[src/rtl/dsp_mac_pipe.sv]
// Pipelined signed pre-add / multiply / post-add / accumulate slice with a valid strobe.
// Overflow always flags ovf; defining DSP_MAC_SAT_EN clamps p on overflow instead of wrapping.
module dsp_mac_pipe #(
    parameter int unsigned AW   = 18,
    parameter int unsigned BW   = 18,
    parameter int unsigned PW   = 48,
    parameter int unsigned IREG = 1,
    parameter int unsigned MREG = 1
) (
    input  logic          clk,
    input  logic          rst,
    input  logic          ce,
    input  logic          in_valid,
    input  logic [AW-1:0] a,
    input  logic [AW-1:0] d,
    input  logic [BW-1:0] b,
    input  logic [PW-1:0] c,
    input  logic [PW-1:0] pcin,
    input  logic          cin,
    input  logic [4:0]    mode,
    output logic [PW-1:0] p,
    output logic [PW-1:0] pcout,
    output logic          out_valid,
    output logic          ovf
);
    localparam int unsigned XW = AW + 1;
    localparam int unsigned MW = AW + 1 + BW;
    localparam int unsigned RW = PW + 1;

    typedef struct packed {
        logic          valid;
        logic [4:0]    mode;
        logic          cin;
        logic [AW-1:0] a;
        logic [AW-1:0] d;
        logic [BW-1:0] b;
        logic [PW-1:0] c;
    } in_beat_t;

    // op carries mode[4:2]: post-adder sign and Z select
    typedef struct packed {
        logic          valid;
        logic [2:0]    op;
        logic          cin;
        logic [PW-1:0] c;
        logic [MW-1:0] m;
    } m_beat_t;

    in_beat_t beat_in;
    in_beat_t beat_x;
    m_beat_t  m_in;
    m_beat_t  m_out;

    logic signed [XW-1:0] x_c;
    logic signed [MW-1:0] m_c;
    logic signed [RW-1:0] z_c;
    logic signed [RW-1:0] madd_c;
    logic signed [RW-1:0] r_c;
    logic [PW-1:0]        p_next_c;
    logic                 ovf_c;

    assign beat_in = '{valid: in_valid, mode: mode, cin: cin, a: a, d: d, b: b, c: c};

    // Input register chain: 0, 1 or 2 stages
    if (IREG == 0) begin : g_ireg0
        assign beat_x = beat_in;
    end else if (IREG == 1) begin : g_ireg1
        in_beat_t q1;
        always_ff @(posedge clk or posedge rst) begin
            if (rst) begin
                q1 <= '0;
            end else if (ce) begin
                q1 <= beat_in;
            end
        end
        assign beat_x = q1;
    end else begin : g_ireg2
        in_beat_t q1;
        in_beat_t q2;
        always_ff @(posedge clk or posedge rst) begin
            if (rst) begin
                q1 <= '0;
                q2 <= '0;
            end else if (ce) begin
                q1 <= beat_in;
                q2 <= q1;
            end
        end
        assign beat_x = q2;
    end

    // Pre-adder at AW+1 bits so d +/- a never wraps
    always_comb begin
        x_c = XW'($signed(beat_x.a));
        if (beat_x.mode[0]) begin
            if (beat_x.mode[1]) begin
                x_c = XW'($signed(beat_x.d)) - XW'($signed(beat_x.a));
            end else begin
                x_c = XW'($signed(beat_x.d)) + XW'($signed(beat_x.a));
            end
        end
    end

    assign m_c  = MW'(x_c) * MW'($signed(beat_x.b));
    assign m_in = '{valid: beat_x.valid, op: beat_x.mode[4:2], cin: beat_x.cin,
                    c: beat_x.c, m: m_c};

    if (MREG == 0) begin : g_mreg0
        assign m_out = m_in;
    end else begin : g_mreg1
        m_beat_t mq;
        always_ff @(posedge clk or posedge rst) begin
            if (rst) begin
                mq <= '0;
            end else if (ce) begin
                mq <= m_in;
            end
        end
        assign m_out = mq;
    end

    // Z mux and post-adder at PW+1 bits; the extra bit exposes overflow
    always_comb begin
        z_c = '0;
        case (m_out.op[1:0])
            2'd1:    z_c = RW'($signed(p));
            2'd2:    z_c = RW'($signed(m_out.c));
            2'd3:    z_c = RW'($signed(pcin));
            default: z_c = '0;
        endcase
        madd_c = RW'($signed(m_out.m)) + $signed(RW'(m_out.cin));
        if (m_out.op[2]) begin
            r_c = z_c - madd_c;
        end else begin
            r_c = z_c + madd_c;
        end
        ovf_c    = r_c[RW-1] ^ r_c[RW-2];
        p_next_c = r_c[PW-1:0];
`ifdef DSP_MAC_SAT_EN
        if (ovf_c) begin
            p_next_c = r_c[RW-1] ? {1'b1, {(PW-1){1'b0}}} : {1'b0, {(PW-1){1'b1}}};
        end
`endif
    end

    // P stage: only a valid beat updates the result and its overflow flag
    always_ff @(posedge clk or posedge rst) begin
        if (rst) begin
            p         <= '0;
            ovf       <= 1'b0;
            out_valid <= 1'b0;
        end else if (ce) begin
            out_valid <= m_out.valid;
            if (m_out.valid) begin
                p   <= p_next_c;
                ovf <= ovf_c;
            end
        end
    end

    assign pcout = p;

endmodule

[config.mk]
export PLATFORM = sky130hd
export DESIGN_NAME = dsp_mac_pipe
export DESIGN_NICKNAME = d
export VERILOG_FILES = /design/src/rtl/dsp_mac_pipe.sv
export SDC_FILE = /design/constraint.sdc
export NUM_CORES = 2
export LEC_CHECK = 0
export CAP_MARGIN = 40
export CORE_ASPECT_RATIO = 1.25
export CORE_MARGIN = 2
export CORE_UTILIZATION = 56
export CTS_CLUSTER_DIAMETER = 200
export DETAILED_ROUTE_END_ITERATION = 12
export PLACE_DENSITY = 0.78
export SYNTH_ARGS = -nofsm -noshare
export SYNTH_HDL_FRONTEND = slang
export SYNTH_SLANG_ARGS = --single-unit
[constraint.sdc]
create_clock -name clk -period 12.4 [get_ports clk]
set_input_delay 3.72 -clock clk [delete_from_list [all_inputs] [get_ports clk]]
set_output_delay 3.72 -clock clk [all_outputs]
set_load 0.02 [all_outputs]
# After elaboration in Yosys (flattened, before gate mapping)
# Cells that the tools add are included.
# W data, S select, Z words.
totals:
  mem_bits_rw: 0
  ff_bits: 249
  rom_bits: 0
  latchBits: 0
  n_memories: 0
  output_inout_bits: 98
classes:
  n_addsub: 5
  magnitude_cmp: 0
  n_reduce_logical: 1
  n_bitwise: 1
  mul: 1
  shifts: 0
  div: 0
  n_mux: 4
  n_eq_ne: 3
op_table:
  columns: ["operator", "count"]
  rows:
  - ["$pmux W49 S3", 1]
  - ["$add A49 B38 Y49", 1]
  - ["$mux W49", 1]
  - ["$sub A49 B38 Y49", 1]
  - ["$add A37 B2 Y38", 1]
  - ["$mux W19", 2]
  - ["$mul A19 B18 Y37", 1]
  - ["$add A18 B18 Y19", 1]
  - ["$sub A18 B18 Y19", 1]
  - ["$eq A2 B2 Y1 const B", 2]
  - ["$eq A2 B1 Y1 const B", 1]
  - ["$reduce_and A2 Y1", 1]
  - ["$xor A1 B1 Y1", 1]

# Longest topological paths before layout
logic_depth:
  depth_word: 5
  depth_mapped: 41
  depth_no_buf: 40

# Worst setup path before layout
# OpenSTA, ideal clock, no wires.
synth_path:
  path_kind: "register -> register"
  startpoint: "register g_ireg1.q1 (netlist bit beat_x[104])"
  endpoint: "register g_mreg1.mq[36] (netlist bit)"
  n_path_buf: 3
  t_required_ns: 12.275
  path_stages_with_launch: 40
  path_slack_ns: 2.923
  arrival_ns: 9.353
  synth_period_minus_slack_ns: 9.477
  cell_sequence: "dfrtp_1 > clkbuf_1 > clkbuf_1 > mux2i_1 > fa_1 > a21o_1 > a21oi_1 > o21ai_0 > a21oi_1 > o22ai_1 > o31ai_1 > a21oi_1 > a21oi_1 > xnor2_1 > a21oi_1 > clkbuf_1 > nand2_1 > fa_1 > (+4 left out) > fa_1 > inv_1 > fa_1 > inv_1 > fa_1 > inv_1 > ha_1 > a21o_1 > a21o_1 > a21oi_1 > o21a_1 > o21ai_0 > a2111oi_0 > nor2_1 > a211o_1 > a21oi_1 > xnor2_1 > mux2_2"
synth_between:
  elab_chain_len: 3
synth_lines:
  columns: ["element", "line", "text"]
  rows:
  - ["start: declaration", "68", "in_beat_t q1;"]
  - ["start signal: assignment", "73", "q1 <= beat_in;"]
  - ["$mux W19", "96", "if (beat_x.mode[1]) begin"]
  - ["$mux W19", "95", "if (beat_x.mode[0]) begin"]
  - ["$mul A19 B18 Y37", "104", "assign m_c = MW'(x_c) * MW'($signed(beat_x.b));"]
  - ["end signal: assignment", "116", "mq <= m_in;"]
  - ["end: declaration", "111", "m_beat_t mq;"]
# Every way passes these cells.
# A chain may end at the register's enable or synchronous reset.

# Worst setup path after layout
# Same ends and word-level chain as after synthesis.

==> results.cfg <==
[final_layout]
n_antenna_cell = 0
area_growth_pct = 12.6
nNetsFinal = 3852
drive_gt1_share_pct = 11.2
nFillCells = 4183

[logic_synthesis]
yosysUniqueCellTypes = 89
syn-cell-area_um2 = 29200
synth_compound_area_share_pct = 10.4
synth_enable_flop_cells = 0
synthMuxAreaShare_pct = 9.81
syn-num-nets = 3731
synthXorXnorAreaFrac_pct = 5.54
synth-seq-cells = 249
yosys.area_share.simple_pct = 13.4
async_reset_ff_share_pct = 100
synth_ff_type = dfrtp_1
yosysWarnings = 0
synth_cells = 3063
synth-adder-area-share_pct = 30.6
yosysSeqAreaShare_pct = 21.4
syn_avg_cell_area_um2 = 9.52
synth_top_family_by_area = adder cells

[clocking]
cts_setup_buffers = 0
cts.htree.levels = 1
clk_latency_ns = 0.59
cts_resized = 0
clk_pin_slew_ns = 0.06
ctsHoldBuffers = 0
cts_sinks = 249
numCtsBuffers = 28
cts_root_buf = clkbuf_16
cts_tree = done
cts_max_path_buffers = 3

[sta]
worst_slew_pin_slew_ns = 0.926
rsz0062_at_grt = false
setup_ws_ns = 2.04
slew_viol_final = 0
holdWs_ns = 0.501
fin_tns_setup_ns = 0
max_slew_margin_pct = 38.2
skew_ns = 0.0362
setup_violations = 0
finalHoldViolCount = 0
timing.final.crit_share_pct = 83.6
max_freq_mhz = 96.5
period_needed_ns = 10.36

[route]
drt_first_iter_violations = 1280
wl_per_cell_um = 19.0
dr.pass1.iters = 5
via_per_inst = 5.68
drt-met1-wl_um = 29500
dr_wl_met3_um = 4100
highest_layer = met4
dr_wl_met2_um = 37800
drc = 0
ant_nets = 0
wirelength_um = 73400
via_count = 22000

[run]
max_cap_viol_count = 0

[critical_path]
startpoint_type = flop
crit_path_max_fanout = 23
worstPathRequired_ns = 12.85
cp-startpoint = beat_x[104]$_DFFE_PP0P_
worstSetupPathType = reg -> reg
worstSetupEndpointType = flop
max_stage_delay_ns = 0.76
r2r-start = beat_x[104]$_DFFE_PP0P_
critPathArrivalTime_ns = 10.81
crit_slowest_cell = dfrtp_1
critPathBufInv = 6
path_delay_family = adder cells
path_common_cell = a21oi_1

[floorplanning]
start_util_pct = 56.6
die_y_um = 259
core_um2 = 51500
die_x_um = 208
ios = 258
row_count = 93
dieArea_um2 = 53900

[place]
io_buffers = 257
dpl_worst_slack_ns = 2.15
gp_congestion = 0.963
dpl.hpwl_um = 58700

[hold_path]
hp-start = beat_x[25]$_DFFE_PP0P_
hold_path_class = reg -> reg

[status]
status = finished, final reports clean

[grt]
grt_pass1_vias = 23500
grt_pass1_wl_um = 121000
grt.overflow.total = 0
antenna_found_initial = 0
grtUsageTotal_pct = 27.7
grt_max_degree = 99
[registers in the layout (all words and copies together) (netlist names)]
register and cells:
p 48, g_mreg1.mq 90, beat_x 109, ovf 1
out_valid 1
[cells in the final DEF, fill, tap and decap left out, drive strengths merged, types with 5 or more instances in the layout]
cell type,count
a211oi,16
a21boi,8
a21o,53
a21oi,118
a22o,47
a31oi,19
and2,152
and3,29
and4,5
buf,24
clkbuf,39
clkdlybuf4s50,256
clkinv,5
dfrtp,249
fa,341
ha,167
inv,446
mux2,247
mux2i,8
nand2,300
nand2b,22
nand3,36
nand4,26
nor2,108
nor2b,22
nor3,26
nor4,13
o211ai,5
o21a,14
o21ai,106
o21bai,13
o22ai,6
o31ai,11
or2,7
or3,14
xnor2,128
xor2,54
[area by class of cell]
type / count / area, um2 / area share (%)
clock buffer: 38 / 748 / 2.28
clock inverter: 14 / 178 / 0.541
inverter: 441 / 1660 / 5.06
multi-input combinational: 2183 / 20400 / 62.0
sequential: 249 / 6230 / 19.0
tap: 665 / 832 / 2.53
timing repair buffer: 281 / 2820 / 8.60
[synthesized netlist by cell type, drive strengths merged (4+ instances only)]
master / count / area, um2
fa: 341 / 6830
a31oi: 19 / 119
clkbuf: 116 / 435
a2111oi: 4 / 53.8
nor4b: 4 / 47.6
ha: 167 / 2090
and3: 29 / 186
a21oi: 118 / 602
or3: 14 / 98.9
and4: 5 / 43.8
nor4: 13 / 93.8
nor2: 108 / 413
mux2i: 8 / 80.1
nor2b: 22 / 138
o22ai: 6 / 37.5
a21boi: 8 / 60.1
xor2: 54 / 473
mux2: 247 / 2780
inv: 441 / 1660
nand2: 300 / 1130
xnor2: 128 / 1120
nand2b: 22 / 138
buf: 74 / 499
o21ai: 106 / 531
nand4: 26 / 190
a31o: 4 / 35.0
a21o: 53 / 398
a22o: 47 / 413
nand3: 36 / 185
o31a: 4 / 35.0
o211ai: 5 / 37.5
and2: 152 / 955
o31ai: 11 / 82.6
a211o: 4 / 35.0
a211oi: 16 / 130
nor3: 26 / 135
or2: 7 / 43.8
o21bai: 13 / 97.6
dfrtp: 249 / 6230
o21a: 14 / 105
[path summary, 6_finish.rpt]
kind | to | slack, ns | depth (start not counted)
hold / removal | beat_x[25]$_DFFE_PP0P_ | 0.50 | 1
setup / recovery | g_mreg1.mq[36]$_DFFE_PP0P_ | 2.04 | 37
max in group asynchronous | beat_x[31]$_DFFE_PP0P_ | 7.24 | 4
hold reg to reg | beat_x[25]$_DFFE_PP0P_ | 0.50 | 1
min in group asynchronous | beat_x[48]$_DFFE_PP0P_ | 3.54 | 2
setup reg to reg | g_mreg1.mq[36]$_DFFE_PP0P_ | 2.04 | 37
[logic make-up after synthesis]
| group | Yosys count |
|---|---|
| and+or+nand+nor | 777 |
| buffers and inverters | 631 |
| adders and majority gates | 509 |
| AOI/OAI and AO/OA | 459 |
| muxes | 255 |
| DFF | 249 |
| xor gates and xnor gates | 183 |
[layer usage]
layer,global-route usage (%),up-vias
li1,-,10200
met1,33.4,11000
met2,51.2,701
met3,4.05,143
met4,8.35,0
met5,0,-
[worst register-to-register path: cells and delay by family, from the launching register on]
family	cells	cell delay, ns
buffers and inverters	6	0.80
DFF	1	0.76
adders and majority gates	8	3.89
AOI/OAI and AO/OA	17	3.72
muxes	2	0.51
xor gates and xnor gates	2	0.18
and+or+nand+nor	2	0.35
[per-stage QoR]
stage               std cells  cell area, um2  util, %
CTS                      3870           32800     63.7
floorplan                3063           29200        -
detailed placement       3818           31900     61.9
global route             3871           32800     63.7
global placement         3813           31800     61.7
finish                   3871           32800     63.7
Power is left out: the tool's default activity adds up to more than one toggle a clock period on the data nets, which glitch-free logic cannot reach.
